File: config.mk
export PLATFORM = sky130hd
export DESIGN_NAME = uart_frame_parser
export DESIGN_NICKNAME = d
export VERILOG_FILES = /design/src/rtl/uart_frame_parser.sv
export SDC_FILE = /design/constraint.sdc
export NUM_CORES = 1
export LEC_CHECK = 0
export ABC_AREA = 1
export ABC_CLOCK_PERIOD_IN_PS = 4200
export BUFFER_PORTS_ARGS = -buffer_cell sky130_fd_sc_hd__buf_2
export CAP_MARGIN = 40
export CELL_PAD_IN_SITES_DETAIL_PLACEMENT = 2
export CELL_PAD_IN_SITES_GLOBAL_PLACEMENT = 2
export CORE_UTILIZATION = 43
export CTS_BUF_LIST = sky130_fd_sc_hd__clkbuf_2 sky130_fd_sc_hd__clkbuf_4 sky130_fd_sc_hd__clkbuf_8
export CTS_CLUSTER_DIAMETER = 200
export DETAILED_ROUTE_END_ITERATION = 16
export PLACE_DENSITY = 0.83
export SLEW_MARGIN = 20
export SYNTH_ARGS = -nofsm -noshare
export SYNTH_HDL_FRONTEND = slang
export SYNTH_SLANG_ARGS = --single-unit
File: constraint.sdc
create_clock -name clk -period 4.2 [get_ports clk]
set_input_delay 0.21 -clock clk [delete_from_list [all_inputs] [get_ports clk]]
set_output_delay 0.21 -clock clk [all_outputs]
set_load 0.01 [all_outputs]
File: src/rtl/uart_frame_parser.sv
// Purpose: hunts SYNC/LEN/payload/CHK frames in UART byte strobes and releases only checksum-good payloads.
// Latency: first payload byte is valid 1 clk after the CHK strobe; frame_ok/frame_err pulse 1 clk after the deciding event.
// Backpressure: out_ready low holds out_data/out_last; bytes arriving while draining are dropped and flagged as overrun.
module uart_frame_parser #(
  parameter logic [7:0] SYNC_BYTE      = 8'hA5,
  parameter int         MAX_PAYLOAD    = 16,
  parameter int         TIMEOUT_CYCLES = 8680
) (
  input  logic       clk,
  input  logic       areset,
  input  logic [7:0] rx_byte,
  input  logic       rx_valid,
  output logic [7:0] out_data,
  output logic       out_valid,
  input  logic       out_ready,
  output logic       out_last,
  output logic       frame_ok,
  output logic       frame_err,
  output logic [1:0] err_code,
  output logic       busy
);

  localparam int PTR_W = (MAX_PAYLOAD > 1) ? $clog2(MAX_PAYLOAD) : 1;
  localparam int CNT_W = $clog2(TIMEOUT_CYCLES + 1);

  localparam logic [1:0] ERR_OVERRUN = 2'b00;
  localparam logic [1:0] ERR_LEN     = 2'b01;
  localparam logic [1:0] ERR_CHK     = 2'b10;
  localparam logic [1:0] ERR_TIMEOUT = 2'b11;

  typedef enum logic [2:0] {
    ST_HUNT,
    ST_LEN,
    ST_PAYLOAD,
    ST_CHECK,
    ST_DRAIN
  } state_t;

  state_t           state_q, state_d;
  logic [7:0]       len_q, len_d;
  logic [7:0]       chk_q, chk_d;
  logic [PTR_W-1:0] wr_q, wr_d;
  logic [PTR_W-1:0] rd_q, rd_d;
  logic [PTR_W-1:0] rd_inc;
  logic [CNT_W-1:0] cnt_q, cnt_d;
  logic [CNT_W-1:0] cnt_inc;
  logic [7:0]       last_idx;
  logic             timed;
  logic             len_bad;
  logic             mem_we;

  logic [7:0]       out_data_d;
  logic             out_valid_d;
  logic             out_last_d;
  logic             frame_ok_d;
  logic             frame_err_d;
  logic [1:0]       err_code_d;

  logic [7:0]       pay_mem [MAX_PAYLOAD];

  // Next-state and next-output decode; every output is registered below.
  always_comb begin
    state_d     = state_q;
    len_d       = len_q;
    chk_d       = chk_q;
    wr_d        = wr_q;
    rd_d        = rd_q;
    cnt_d       = cnt_q;
    out_data_d  = out_data;
    out_valid_d = out_valid;
    out_last_d  = out_last;
    frame_ok_d  = 1'b0;
    frame_err_d = 1'b0;
    err_code_d  = err_code;
    mem_we      = 1'b0;

    rd_inc   = rd_q + PTR_W'(1);
    cnt_inc  = cnt_q + CNT_W'(1);
    last_idx = len_q - 8'd1;
    len_bad  = (rx_byte == 8'd0) || (rx_byte > 8'(MAX_PAYLOAD));
    timed    = (state_q == ST_LEN) || (state_q == ST_PAYLOAD) || (state_q == ST_CHECK);

    // Inter-byte idle counter: any strobe restarts it, otherwise it climbs toward the limit.
    if (timed) begin
      cnt_d = rx_valid ? '0 : cnt_inc;
    end

    case (state_q)
      ST_HUNT: begin
        if (rx_valid && (rx_byte == SYNC_BYTE)) begin
          state_d = ST_LEN;
          cnt_d   = '0;
        end
      end

      ST_LEN: begin
        if (rx_valid) begin
          if (len_bad) begin
            frame_err_d = 1'b1;
            err_code_d  = ERR_LEN;
            state_d     = ST_HUNT;
          end else begin
            len_d   = rx_byte;
            chk_d   = rx_byte;
            wr_d    = '0;
            state_d = ST_PAYLOAD;
          end
        end
      end

      ST_PAYLOAD: begin
        if (rx_valid) begin
          mem_we = 1'b1;
          chk_d  = chk_q ^ rx_byte;
          wr_d   = wr_q + PTR_W'(1);
          if (8'(wr_q) == last_idx) begin
            state_d = ST_CHECK;
          end
        end
      end

      ST_CHECK: begin
        if (rx_valid) begin
          if (rx_byte == chk_q) begin
            frame_ok_d  = 1'b1;
            rd_d        = '0;
            out_valid_d = 1'b1;
            out_data_d  = pay_mem[0];
            out_last_d  = (len_q == 8'd1);
            state_d     = ST_DRAIN;
          end else begin
            frame_err_d = 1'b1;
            err_code_d  = ERR_CHK;
            state_d     = ST_HUNT;
          end
        end
      end

      ST_DRAIN: begin
        // A byte landing here has nowhere to go; flag it and keep draining.
        if (rx_valid) begin
          frame_err_d = 1'b1;
          err_code_d  = ERR_OVERRUN;
        end
        if (out_valid && out_ready) begin
          if (out_last) begin
            out_valid_d = 1'b0;
            out_last_d  = 1'b0;
            state_d     = ST_HUNT;
          end else begin
            rd_d       = rd_inc;
            out_data_d = pay_mem[rd_inc];
            out_last_d = (8'(rd_inc) == last_idx);
          end
        end
      end

      default: begin
        state_d = ST_HUNT;
      end
    endcase

    // A strobe in the same cycle always wins over the timeout.
    if (timed && !rx_valid && (cnt_inc == CNT_W'(TIMEOUT_CYCLES))) begin
      frame_err_d = 1'b1;
      err_code_d  = ERR_TIMEOUT;
      state_d     = ST_HUNT;
    end
  end

  // State, datapath and output registers with synchronous active-low reset.
  always_ff @(posedge clk) begin
    if (!areset) begin
      state_q   <= ST_HUNT;
      len_q     <= '0;
      chk_q     <= '0;
      wr_q      <= '0;
      rd_q      <= '0;
      cnt_q     <= '0;
      out_data  <= '0;
      out_valid <= 1'b0;
      out_last  <= 1'b0;
      frame_ok  <= 1'b0;
      frame_err <= 1'b0;
      err_code  <= ERR_OVERRUN;
      busy      <= 1'b0;
    end else begin
      state_q   <= state_d;
      len_q     <= len_d;
      chk_q     <= chk_d;
      wr_q      <= wr_d;
      rd_q      <= rd_d;
      cnt_q     <= cnt_d;
      out_data  <= out_data_d;
      out_valid <= out_valid_d;
      out_last  <= out_last_d;
      frame_ok  <= frame_ok_d;
      frame_err <= frame_err_d;
      err_code  <= err_code_d;
      busy      <= (state_d != ST_HUNT);
    end
  end

  // Payload buffer write port; contents need no reset since reads follow writes.
  always_ff @(posedge clk) begin
    if (mem_we) begin
      pay_mem[wr_q] <= rx_byte;
    end
  end

endmodule

== After elaboration in Yosys (flattened, before gate mapping) ==
Memories as Yosys holds them, arrays and structs flattened.
Index checks and enable logic that the tools add are counted.

* Output and inout bits: 15
* Memories: 1
* Bits in registers: 56
* Bits of input ports: 12
* Bits in writable memories: 128

{| class="wikitable"
|+ Memory list
! memory !! words !! bits a word !! read ports !! clocked after Yosys merged registers in !! write ports !! RTL line !! source
|-
| pay_mem || 16 || 8 || 2 || 0 || 1 || 59 || <nowiki>logic [7:0] pay_mem [MAX_PAYLOAD];</nowiki>
|}

* Add/sub/neg operators: 4
* Magnitude comparators: 1
* Muxes and demuxes: 61
* Bitwise gates (word level): 2
* Eq/ne operators: 23
* Reduce and logical (&&, ||, !) cells: 21

{| class="wikitable"
|+ Operator list
! operator !! number
|-
| two-way mux 14 bit || 4
|-
| two-way mux 8 bit || 7
|-
| case mux 8 bit (2 select lines) || 2
|-
| two-way mux 4 bit || 7
|-
| two-way mux 3 bit || 9
|-
| two-way mux 1 bit || 18
|-
| equality test 4 x 8 -> 1 bit || 2
|-
| case mux 4 bit (2 select lines) || 2
|-
| case mux 3 bit (5 select lines) || 1
|-
| adder 14 x 1 -> 14 bit (second input constant) || 1
|-
| equality test 14 bit (second input constant) || 1
|-
| two-way mux 2 bit || 7
|-
| inequality test 2 bit (second input constant) || 7
|-
| inequality test 3 x 2 -> 1 bit (second input constant) || 4
|-
| AND reduction 5 bit || 2
|-
| adder 4 x 1 -> 4 bit (second input constant) || 2
|-
| equality test 8 x 1 -> 1 bit (second input constant) || 1
|-
| equality test 8 bit || 1
|-
| equality test 8 bit (second input constant) || 1
|-
| greater-than comparator 8 x 5 -> 1 bit (second input constant) || 1
|-
| logical NOT 8 bit || 1
|-
| AND reduction 4 bit || 2
|-
| subtractor 8 x 1 -> 8 bit (second input constant) || 1
|-
| XOR 8 bit || 1
|-
| 18 further kinds || 27
|}

== Longest topological paths before layout ==
* Depth after elaboration: 7
* Mapped depth: 14
* Depth with buffers taken out: 14

== Worst setup path before layout ==
No wires, ideal clock.

* Path type: reg2reg
* From: register rd_q[0]
* To: register out_data[0]
* Cell stages (with the launch flop): 13
* Data required time: 4131 ps
* Setup time: 69 ps
* Arrival time: 1683 ps
* Setup slack: 2447 ps
* Buffers on the path: 2
* Path through: dfxtp_1 -> ha_1 -> buf_2 -> inv_1 -> clkbuf_1 -> nand3_1 -> nand3_2 -> nand3_1 -> nand2_1 -> nand2_1 -> nand2_1 -> nand2_1 -> a21oi_2

* Cells in the longest elaborated chain, start to end: 5

{| class="wikitable"
|+ Ends and longest elaborated chain
! element !! RTL line !! source
|-
| start, declared || 43 || <nowiki>logic [PTR_W-1:0] rd_q, rd_d;</nowiki>
|-
| start signal, assigned || 192 || <nowiki>rd_q <= rd_d;</nowiki>
|-
| adder 4 x 1 -> 4 bit || 77 || <nowiki>rd_inc = rd_q + PTR_W'(1);</nowiki>
|-
| memory read (16 x 8 bit) || n/a ||
|-
| two-way mux 8 bit || 146 || <nowiki>if (out_last) begin</nowiki>
|-
| two-way mux 8 bit || 145 || <nowiki>if (out_valid && out_ready) begin</nowiki>
|-
| case mux 8 bit (2 select lines) || 88 || <nowiki>case (state_q)</nowiki>
|-
| end signal, assigned || 194 || <nowiki>out_data <= out_data_d;</nowiki>
|-
| end, declared || 13 || <nowiki>output logic [7:0] out_data,</nowiki>
|}

Every way passes these cells. The select of a mux whose other input is x is not followed.
A chain may end at the register's enable or synchronous reset.

== Worst setup path in the final report ==
* From: register rd_q[0]
* To: register out_data[3]

The elaborated chain is that of the path after synthesis.

==> summary.md <==
| Metric | Value |
|---|---|
| Syn. warnings | `0` |
| Worst Tran Pin Value | `836 ps` |
| Final layout net count | `1082` |
| Post-CTS Resized | `0` |
| Die footprint | `21200 µm²` |
| Synth unique cells | `37` |
| RSZ-0062 raised after global routing | `no` |
| Clock tree buffer depth | `2` |
| Vias in the first global route | `8128` |
| First-pass GRT wire length | `47.8 mm` |
| TNS Setup | `0 ps` |
| Initial antenna violation count | `0` |
| Area of the multi-input gates | `3190 µm²` |
| TritonCTS clock tree | `yes` |
| Area Growth Syn to Fin | `9.12%` |
| Cell accounting for the most synthesized area | `edfxtp_1` |
| Setup bufs post-CTS | `0` |
| N_diodes | `0` |
| Number of synthesized flops with an enable pin | `128` |
| Die Span Y | `146 µm` |
| Initial DRC count | `436` |
| Sequential share of the synthesized area | `0.560` |
| Cts bufs inserted | `17` |
| Startpoint types | `flip-flop` |
| Width of the die | `146 µm` |
| Setup slack after layout | `1460 ps` |
| Post-Place Setup Slack | `1730 ps` |
| Cells after synthesis | `1034` |
| PortBufs | `26` |
| Pin count of the biggest net entering global routing | `66` |
| Avg Cell Area, Syn | `8.57 µm²` |
| Filler instances | `2303` |
| Final Hold Fails | `0` |
| Final worst path period need | `2740 ps` |
| Total wire length | `32.2 mm` |
| Final HPWL DP | `20.1 mm` |
| DRT Pass-1 Iters | `4` |
| Total Routing Usage GR | `0.304` |
| Via density per instance | `5.50` |
| Post-synthesis async set-or-reset flop share | `0` |
| Count leader, synth | `nand2_1` |
| Clock slew at reported path FFs | `110 ps` |
| Core area | `20200 µm²` |
| Worst setup path class | `reg2reg` |
| Mapped cell area | `8860 µm²` |
| Clock Latency Late Sink | `510 ps` |
| Root buffer cell | `clkbuf_8` |
| Syn nets | `1055` |
| DRT antenna net count | `0` |
| Ys flop type | `edfxtp_1` |
| Hold Path Class | `in2reg` |
| Count of pins over their slew limit | `0` |
| Fraction of layout cells with a size suffix above 1 | `0.117` |
| CTS sink count | `184` |
| Status | `finished clean` |
| Final setup viols | `0` |
| Hold buffer count at cts | `0` |
| Maximum fanout along the worst path | `65` |
| Worst setup EP type | `flip-flop` |
| Pleak | `4.03 nW` |
| Vias | `7388` |
| Drt wl/cell | `24.0 µm` |
| Reg area | `4970 µm²` |
| MaxCap Viol Count | `0` |
| Worst vdd ir | `155 µV` |
| Share of the synthesized area in the top cell type | `0.434` |
| Yosys reg bits | `184` |
| Relative slew slack | `0.441` |
| Peak Freq | `365 MHz` |
| Ranking of synthesized cells by area | `edfxtp_1 (43%), nand2_1 (14%), dfxtp_1 (13%)` |
| # DRC | `0` |
| WP data arrival | `3180 ps` |
| Synth top cells by count | `nand2_1 (335), edfxtp_1 (128), inv_1 (125)` |
| Part of the cycle the worst path needs | `0.652` |
| Req. time, crit path | `4640 ps` |
| I/O pin cnt | `27` |
| FP Rows | `52` |
| Starting density of the core | `0.438` |
| Pwr dens | `361 nW/µm²` |
| RD Place Congestion | `0.798` |
| Max Clock Skew | `20.1 ps` |
| Congestion Overflow GR | `0` |
| H-tree lvl count | `4` |
==> routing by layer <==
| layer | track usage | vias to the layer above | share of wire |
|---|---|---|---|
| met2 | 0.546 | 166 | 0.53 |
| li1 | - | 3376 | - |
| met4 | 0.137 | 0 | 0.038 |
| met5 | 0 | - | 0 |
| met3 | 0.0483 | 70 | 0.036 |
| met1 | 0.358 | 3776 | 0.40 |
==> flip-flops by register name, indices dropped and copies added, names as in the netlist <==
signal,flops
wr_q,4
cnt_q,14
out_last,1
state_q,3
out_data,8
frame_err,1
err_code,2
chk_q,8
out_valid,1
len_q,8
pay_mem,128
rd_q,4
busy,1
frame_ok,1
==> kinds of logic (layout without fill, tap and decap cells) <==
group,count (synthesis),after routing,share of synthesized area
AO/OA/AOI/OAI,79,79,0.0500
adder cells (fa/ha/maj),9,9,0.0127
flip-flops,184,184,0.560
XOR/XNOR,21,21,0.0254
buffers and inverters,178,218,0.0812
AND/OR/NAND/NOR,563,563,0.271
==> metrics by stage <==
step	cells	hold WS (ps)	power (mW)	area (µm²)	utilization
global route	1344	37.8	3.59	9670	0.478
finish	1344	35.9	3.49	9670	0.478
detailed placement	1303	467	2.31	9240	0.457
global placement	1299	458	2.30	9200	0.454
floorplan	1034	309	2.18	8860	-
CTS	1335	27.0	3.49	9600	0.475
==> placed cells by master, fill, tap and decap left out, types with 17 or more instances in the layout <==
cell | netlist | layout
a21oi_1 | 36 | 36
buf_2 | 17 | 26
buf_4 | 0 | 20
clkbuf_8 | 0 | 17
dfxtp_1 | 56 | 55
edfxtp_1 | 128 | 128
inv_1 | 125 | 125
nand2_1 | 335 | 335
nand3_1 | 111 | 111
nor2_1 | 79 | 79
o21ai_0 | 18 | 18
==> worst max-delay path: stages (launching register included) <==
cell and delay [ps]:
dfxtp_2 400, buf_4 620, nand3_2 330, xor2_2 540
nand3_1 200, nand2_1 120, nand2_1 60, nand2_1 90
nand2_1 90, a21oi_2 190
==> where the power goes <==
group          switching, mW  total (mW)  internal, mW
Combinational          0.252       0.332        0.0794
Clock                  0.775        1.21         0.435
Sequential           0.00793        1.95          1.94
Total                   1.03        3.49          2.46
==> final cells by class <==
| cell class | instances | area share |
|---|---|---|
| sequential | 184 | 0.513 |
| multi-input combinational | 672 | 0.330 |
| inverter | 139 | 0.0539 |
| tap | 270 | 0.0349 |
| timing repair buffer | 47 | 0.0301 |
| clock buffer | 17 | 0.0242 |
| clock inverter | 15 | 0.0135 |
==> path summary, 6_finish.rpt <==
check | from | endpoint | slack [ps] | depth (start not counted)
setup / recovery | rd_q[0] | out_data[3] | 1460 | 9
hold / removal | areset | out_last | 40 | 3
setup reg to reg | rd_q[0] | out_data[3] | 1460 | 9
hold reg to reg | out_valid | out_valid | 480 | 2
(Power assumes the default switching activity.)
